File: src/rtl/decoder_3x8_seq.sv
// Sequenced 3-to-8 one-hot decoder.
// Accepts 3-bit codes over valid/ready and drives the matching one-hot line
// for HOLD_CYCLES cycles, followed by GAP_CYCLES all-zero cycles. A one-entry
// pending buffer lets a second code queue while the current one is driven.
module decoder_3x8_seq #(
    parameter int unsigned HOLD_CYCLES = 4,
    parameter int unsigned GAP_CYCLES  = 1,
    parameter int unsigned CNT_W       = 4
) (
    input  logic       clk,
    input  logic       rst_n,
    input  logic       en,
    input  logic       clr,
    input  logic       in_valid,
    output logic       in_ready,
    input  logic [2:0] code,
    output logic [7:0] y,
    output logic       y_valid,
    output logic       done,
    output logic       busy
);

    // Counter reload values; the hold/gap counters count down to zero.
    localparam logic [CNT_W-1:0] HOLD_LOAD = CNT_W'(HOLD_CYCLES - 1);
    localparam logic [CNT_W-1:0] GAP_LOAD  = CNT_W'(GAP_CYCLES - 1);
    localparam logic [CNT_W-1:0] CNT_ZERO  = '0;
    localparam logic [CNT_W-1:0] CNT_ONE   = CNT_W'(1);
    localparam bit               HAS_GAP   = (GAP_CYCLES != 0);

    typedef enum logic [1:0] {
        IDLE  = 2'd0,
        DRIVE = 2'd1,
        GAP   = 2'd2
    } state_t;

    state_t           state_q;
    state_t           state_d;
    logic [CNT_W-1:0] cnt_q;
    logic [CNT_W-1:0] cnt_d;
    logic [7:0]       y_q;
    logic [7:0]       y_d;
    logic             y_valid_q;
    logic             y_valid_d;
    logic             done_q;
    logic             done_d;
    logic             pend_full_q;
    logic             pend_full_d;
    logic [2:0]       pend_code_q;
    logic [2:0]       pend_code_d;

    logic             accept;
    logic             start;
    logic [2:0]       start_code;
    logic             take_code;
    logic             next_code;

    // Map a 3-bit code onto its one-hot output line.
    function automatic logic [7:0] decode_onehot(input logic [2:0] c);
        decode_onehot = 8'h01 << c;
    endfunction

    // Handshake: no accepts during reset, abort, or while the buffer is full.
    assign in_ready = rst_n && en && !pend_full_q && !clr;
    assign accept   = in_valid && in_ready;
    assign busy     = (state_q != IDLE) || pend_full_q;

    assign y        = y_q;
    assign y_valid  = y_valid_q;
    assign done     = done_q;

    // State, counter, output and pending-buffer registers.
    always_ff @(posedge clk or negedge rst_n) begin
        if (!rst_n) begin
            state_q     <= IDLE;
            cnt_q       <= CNT_ZERO;
            y_q         <= 8'h00;
            y_valid_q   <= 1'b0;
            done_q      <= 1'b0;
            pend_full_q <= 1'b0;
            pend_code_q <= 3'd0;
        end else begin
            state_q     <= state_d;
            cnt_q       <= cnt_d;
            y_q         <= y_d;
            y_valid_q   <= y_valid_d;
            done_q      <= done_d;
            pend_full_q <= pend_full_d;
            pend_code_q <= pend_code_d;
        end
    end

    // Next-state, next-output and pending-buffer logic.
    always_comb begin
        state_d     = state_q;
        cnt_d       = cnt_q;
        y_d         = y_q;
        y_valid_d   = y_valid_q;
        done_d      = 1'b0;
        pend_full_d = pend_full_q;
        pend_code_d = pend_code_q;
        start       = 1'b0;
        start_code  = code;
        take_code   = 1'b0;
        next_code   = 1'b0;

        if (clr) begin
            // Abort everything; in_ready is low so nothing is accepted.
            state_d     = IDLE;
            cnt_d       = CNT_ZERO;
            y_d         = 8'h00;
            y_valid_d   = 1'b0;
            pend_full_d = 1'b0;
        end else begin
            case (state_q)
                IDLE: begin
                    if (accept) begin
                        start     = 1'b1;
                        take_code = 1'b1;
                    end else if (en && pend_full_q) begin
                        start       = 1'b1;
                        start_code  = pend_code_q;
                        pend_full_d = 1'b0;
                    end
                end
                DRIVE: begin
                    if (cnt_q != CNT_ZERO) begin
                        cnt_d  = cnt_q - CNT_ONE;
                        done_d = (cnt_q == CNT_ONE);
                    end else if (HAS_GAP) begin
                        state_d   = GAP;
                        cnt_d     = GAP_LOAD;
                        y_d       = 8'h00;
                        y_valid_d = 1'b0;
                    end else begin
                        next_code = 1'b1;
                    end
                end
                GAP: begin
                    if (cnt_q != CNT_ZERO) begin
                        cnt_d = cnt_q - CNT_ONE;
                    end else begin
                        next_code = 1'b1;
                    end
                end
                default: begin
                    state_d   = IDLE;
                    cnt_d     = CNT_ZERO;
                    y_d       = 8'h00;
                    y_valid_d = 1'b0;
                end
            endcase

            // End of a drive/gap sequence: pending code first, then bypass.
            if (next_code) begin
                if (en && pend_full_q) begin
                    start       = 1'b1;
                    start_code  = pend_code_q;
                    pend_full_d = 1'b0;
                end else if (en && accept) begin
                    start     = 1'b1;
                    take_code = 1'b1;
                end else begin
                    state_d   = IDLE;
                    cnt_d     = CNT_ZERO;
                    y_d       = 8'h00;
                    y_valid_d = 1'b0;
                end
            end

            // Launch a new drive window.
            if (start) begin
                state_d   = DRIVE;
                cnt_d     = HOLD_LOAD;
                y_d       = decode_onehot(start_code);
                y_valid_d = 1'b1;
                done_d    = (HOLD_LOAD == CNT_ZERO);
            end

            // Accepted codes not consumed directly land in the pending buffer.
            if (accept && !take_code) begin
                pend_full_d = 1'b1;
                pend_code_d = code;
            end
        end
    end

endmodule
File: config.mk
export PLATFORM = sky130hd
export DESIGN_NAME = decoder_3x8_seq
export DESIGN_NICKNAME = d
export VERILOG_FILES = /design/src/rtl/decoder_3x8_seq.sv
export SDC_FILE = /design/constraint.sdc
export NUM_CORES = 1
export LEC_CHECK = 0
export BUFFER_PORTS_ARGS = -buffer_cell sky130_fd_sc_hd__buf_2
export CORE_UTILIZATION = 41
export DETAILED_ROUTE_END_ITERATION = 8
export GPL_TIMING_DRIVEN = 0
export SLEW_MARGIN = 20
export SYNTH_ARGS = -nofsm -noshare
export SYNTH_HDL_FRONTEND = slang
export SYNTH_SLANG_ARGS = --single-unit
File: constraint.sdc
create_clock -name clk -period 2.75 [get_ports clk]
set_clock_uncertainty 0.15 [all_clocks]
set_input_delay 0.1375 -clock clk [delete_from_list [all_inputs] [get_ports clk]]
set_output_delay 0.1375 -clock clk [all_outputs]
set_load 0.01 [all_outputs]
==> flow_summary.toml <==
[worst_setup_path]
r2r_end = "cnt_q[0]"
cp_cell_sequence = "inv_1, ha_1, nor3b_4, inv_2, ha_1, inv_1, a22oi_1, a221oi_1"
crit_family = "adder cells"
reg2reg_from = "cnt_q[0]"
ff2ff_path_depth = 8
arrival_ps = 2320
critPathMaxStageDelay_ps = 440
slowest_stage = "dfrtp_1"
cp.buffers_inverters = 3
cp_max_fo = 7
start_kind = "flip-flop"
r2r_slack_ps = 510
crit_type = "flip-flop to flip-flop"
endpoint_kind = "flip-flop"
cp.required_ps = 2820

[run_status]
status = "complete, no violations"

[placement]
dp_hpwl_um = 2030
portBuffers = 18
placed_cell_area_mm2 = 0.00134
place_inst = 172
gp_congestion = 0.765

[global_routing]
grt_max_degree = 25
antenna_found_initial = 0
grt_pass1_vias = 1072
grt_first_pass_wirelength_um = 4840
track_usage = 0.194
grt_overflow = 0

[min_path]
worstHoldStart = "in_valid"
hold_end = "pend_full_q"
hold_class = "input port to flip-flop"
min_path_cells = 3

[synthesis]
async_flop_share = 1.00
syn_inst = 123
synth_area_leaders = "dfrtp_1, a22o_1, a21oi_1"
synth_top_cell_area_share = 0.412
yosysWarnings = 0
yosys.area.top_type = "dfrtp_1"
synth_area_mm2 = 0.00121
avgSynthCellArea_um2 = 9.88
ys_seq_area_frac = 0.412
ys_ff_latch = 20
synth_flop_cell = "dfrtp_1"
synthDistinctLibCells = 43
synth_edf_count = 0
syn-num-nets = 134

[route]
drt_wl_total_um = 2860
route.vias.total = 1061
drt_iter0_markers = 31
avgRoutedWirePerCell_um = 15.8
met1_length_um = 1320
wl_met3_um = 67
top_layer_used = "met4"
first_pass_iters = 4
dr_wl_met2_um = 1390
drc = 0
vias_per_cell = 5.86
ant_nets = 0

[die]
die-width_um = 56.4
die_h_um = 56.4
start_util = 0.437
fp.coreArea_mm2 = 0.00278
dieArea_mm2 = 0.00318
rows = 19
pin_count = 20

[clocking]
cts.clk_slew.worst_paths_ps = 130
tritoncts = "built"
clock_latency_ps = 310
cts_num_sinks = 20
cts.repair.resized = 0
cts.htree.levels = 1
clockBufferDepth = 2
cts_made_buffers = 3
cts_root_buf = "clkbuf_4"

[layout]
layout.cells.non_filler = 181
fillers = 260
syn_to_final_growth_pct = 19.1
drive_gt1_frac = 0.240
final_cell_mix = "buf_2, dfrtp_1, a21oi_1, a22o_1"
fin_nets = 162
final_common_cell = "buf_2"
diodes = 0
final_cell_area_mm2 = 0.00145

[pwr]
power.density_mw_per_mm2 = 515
power.leakage_nw = 0.705
power.total_uw = 744
ir_drop_v = 0.000279

[timing]
tns_ps = 0
finalSetupViolCount = 0
final-hold-violation-count = 0
relSlewSlack = 0.639
rsz0062_at_grt = "no"
period_share = 0.816
final-max-slew-violation-count = 0
timing.fmax_mhz = 446
hold_slack_ps = 71.7
finalCriticalPeriod_ps = 2240
worstMarginPinSlew_ps = 541

[job]
drv_cap = 0
-- per-layer routing --
metal | track usage | up-vias
met1 | 0.249 | 512
li1 | - | 513
met4 | 0.105 | 0
met5 | 0 | -
met3 | 0.0276 | 11
met2 | 0.313 | 25
-- cell type report --
cell class,instances,area [µm²],share of cell area
inverters,7,26.3,0.0182
plain buffers,7,30.0,0.0208
repair buffers,23,140,0.0969
flip-flops and latches,20,500,0.346
well taps,31,38.8,0.0268
clock buffers,3,22.5,0.0156
clock inverters,1,30.0,0.0208
multi-input cells,89,658,0.455
-- registers in the layout (all words and copies together), names as in the netlist --
signal and cells:
y 8, state_q 2, cnt_q 4, done 1, y_valid 1, pend_full_q 1
pend_code_q 3
-- how the worst max path moves through the flow --
stage / depth (start not counted) / end / from
after CTS: 8 / cnt_q[0] / cnt_q[0]
after floorplan: 7 / pend_code_q[0] / cnt_q[0]
after global routing: 8 / cnt_q[0] / cnt_q[0]
final: 8 / cnt_q[0] / cnt_q[0]
after detailed placement: 8 / cnt_q[0] / cnt_q[0]
after global placement: 8 / cnt_q[0] / cnt_q[0]
-- stage by stage --
| step | setup WS [ps] | util |
|---|---|---|
| floorplan | 756 | - |
| finish | 506 | 0.520 |
| global route | 329 | 0.520 |
| detailed placement | 512 | 0.483 |
| CTS | 490 | 0.520 |
| global placement | 553 | 0.483 |
-- cells in the mapped netlist (all sizes together) (3+ instances only) --
master and instances:
ha 3, dfrtp 20, o21ai 4, nor2 6, a211oi 3, inv 7
nand3 3, buf 5, mux2 3, a22o 7, or3 3, nor3 3
and2 3, a21oi 11, nand2 6, nand3b 7
-- logic make-up (layout without fill, tap and decap cells) --
family / after synthesis / in the layout / share of synthesized area
buf+inv: 14 / 41 / 0.0463
compound gates: 41 / 41 / 0.245
mux: 3 / 3 / 0.0371
fa+ha+maj: 3 / 3 / 0.0309
simple gates: 41 / 41 / 0.221
flops: 20 / 20 / 0.412
xor+xnor: 1 / 1 / 0.00721
-- worst register-to-register path, cell delays in order, from the launching register on --
cell and delay (ps):
dfrtp_1 440, inv_1 100, ha_1 270, nor3b_4 400
inv_2 120, ha_1 280, inv_1 50, a22oi_1 60
a221oi_1 280
-- power by group --
| group | internal [mW] | switching, mW |
|---|---|---|
| clock network | 0.147 | 0.101 |
| registers | 0.310 | 0.0164 |
| logic | 0.0742 | 0.0955 |
| total | 0.532 | 0.213 |
-- what timing repair did --
item / 4_1_cts / 5_1_grt
setup buffers: 0 / 0
endpoints found under the hold margin: 24 / 0
hold buffers: 5 / 0
No activity file was read; power rests on OpenSTA's default activity.
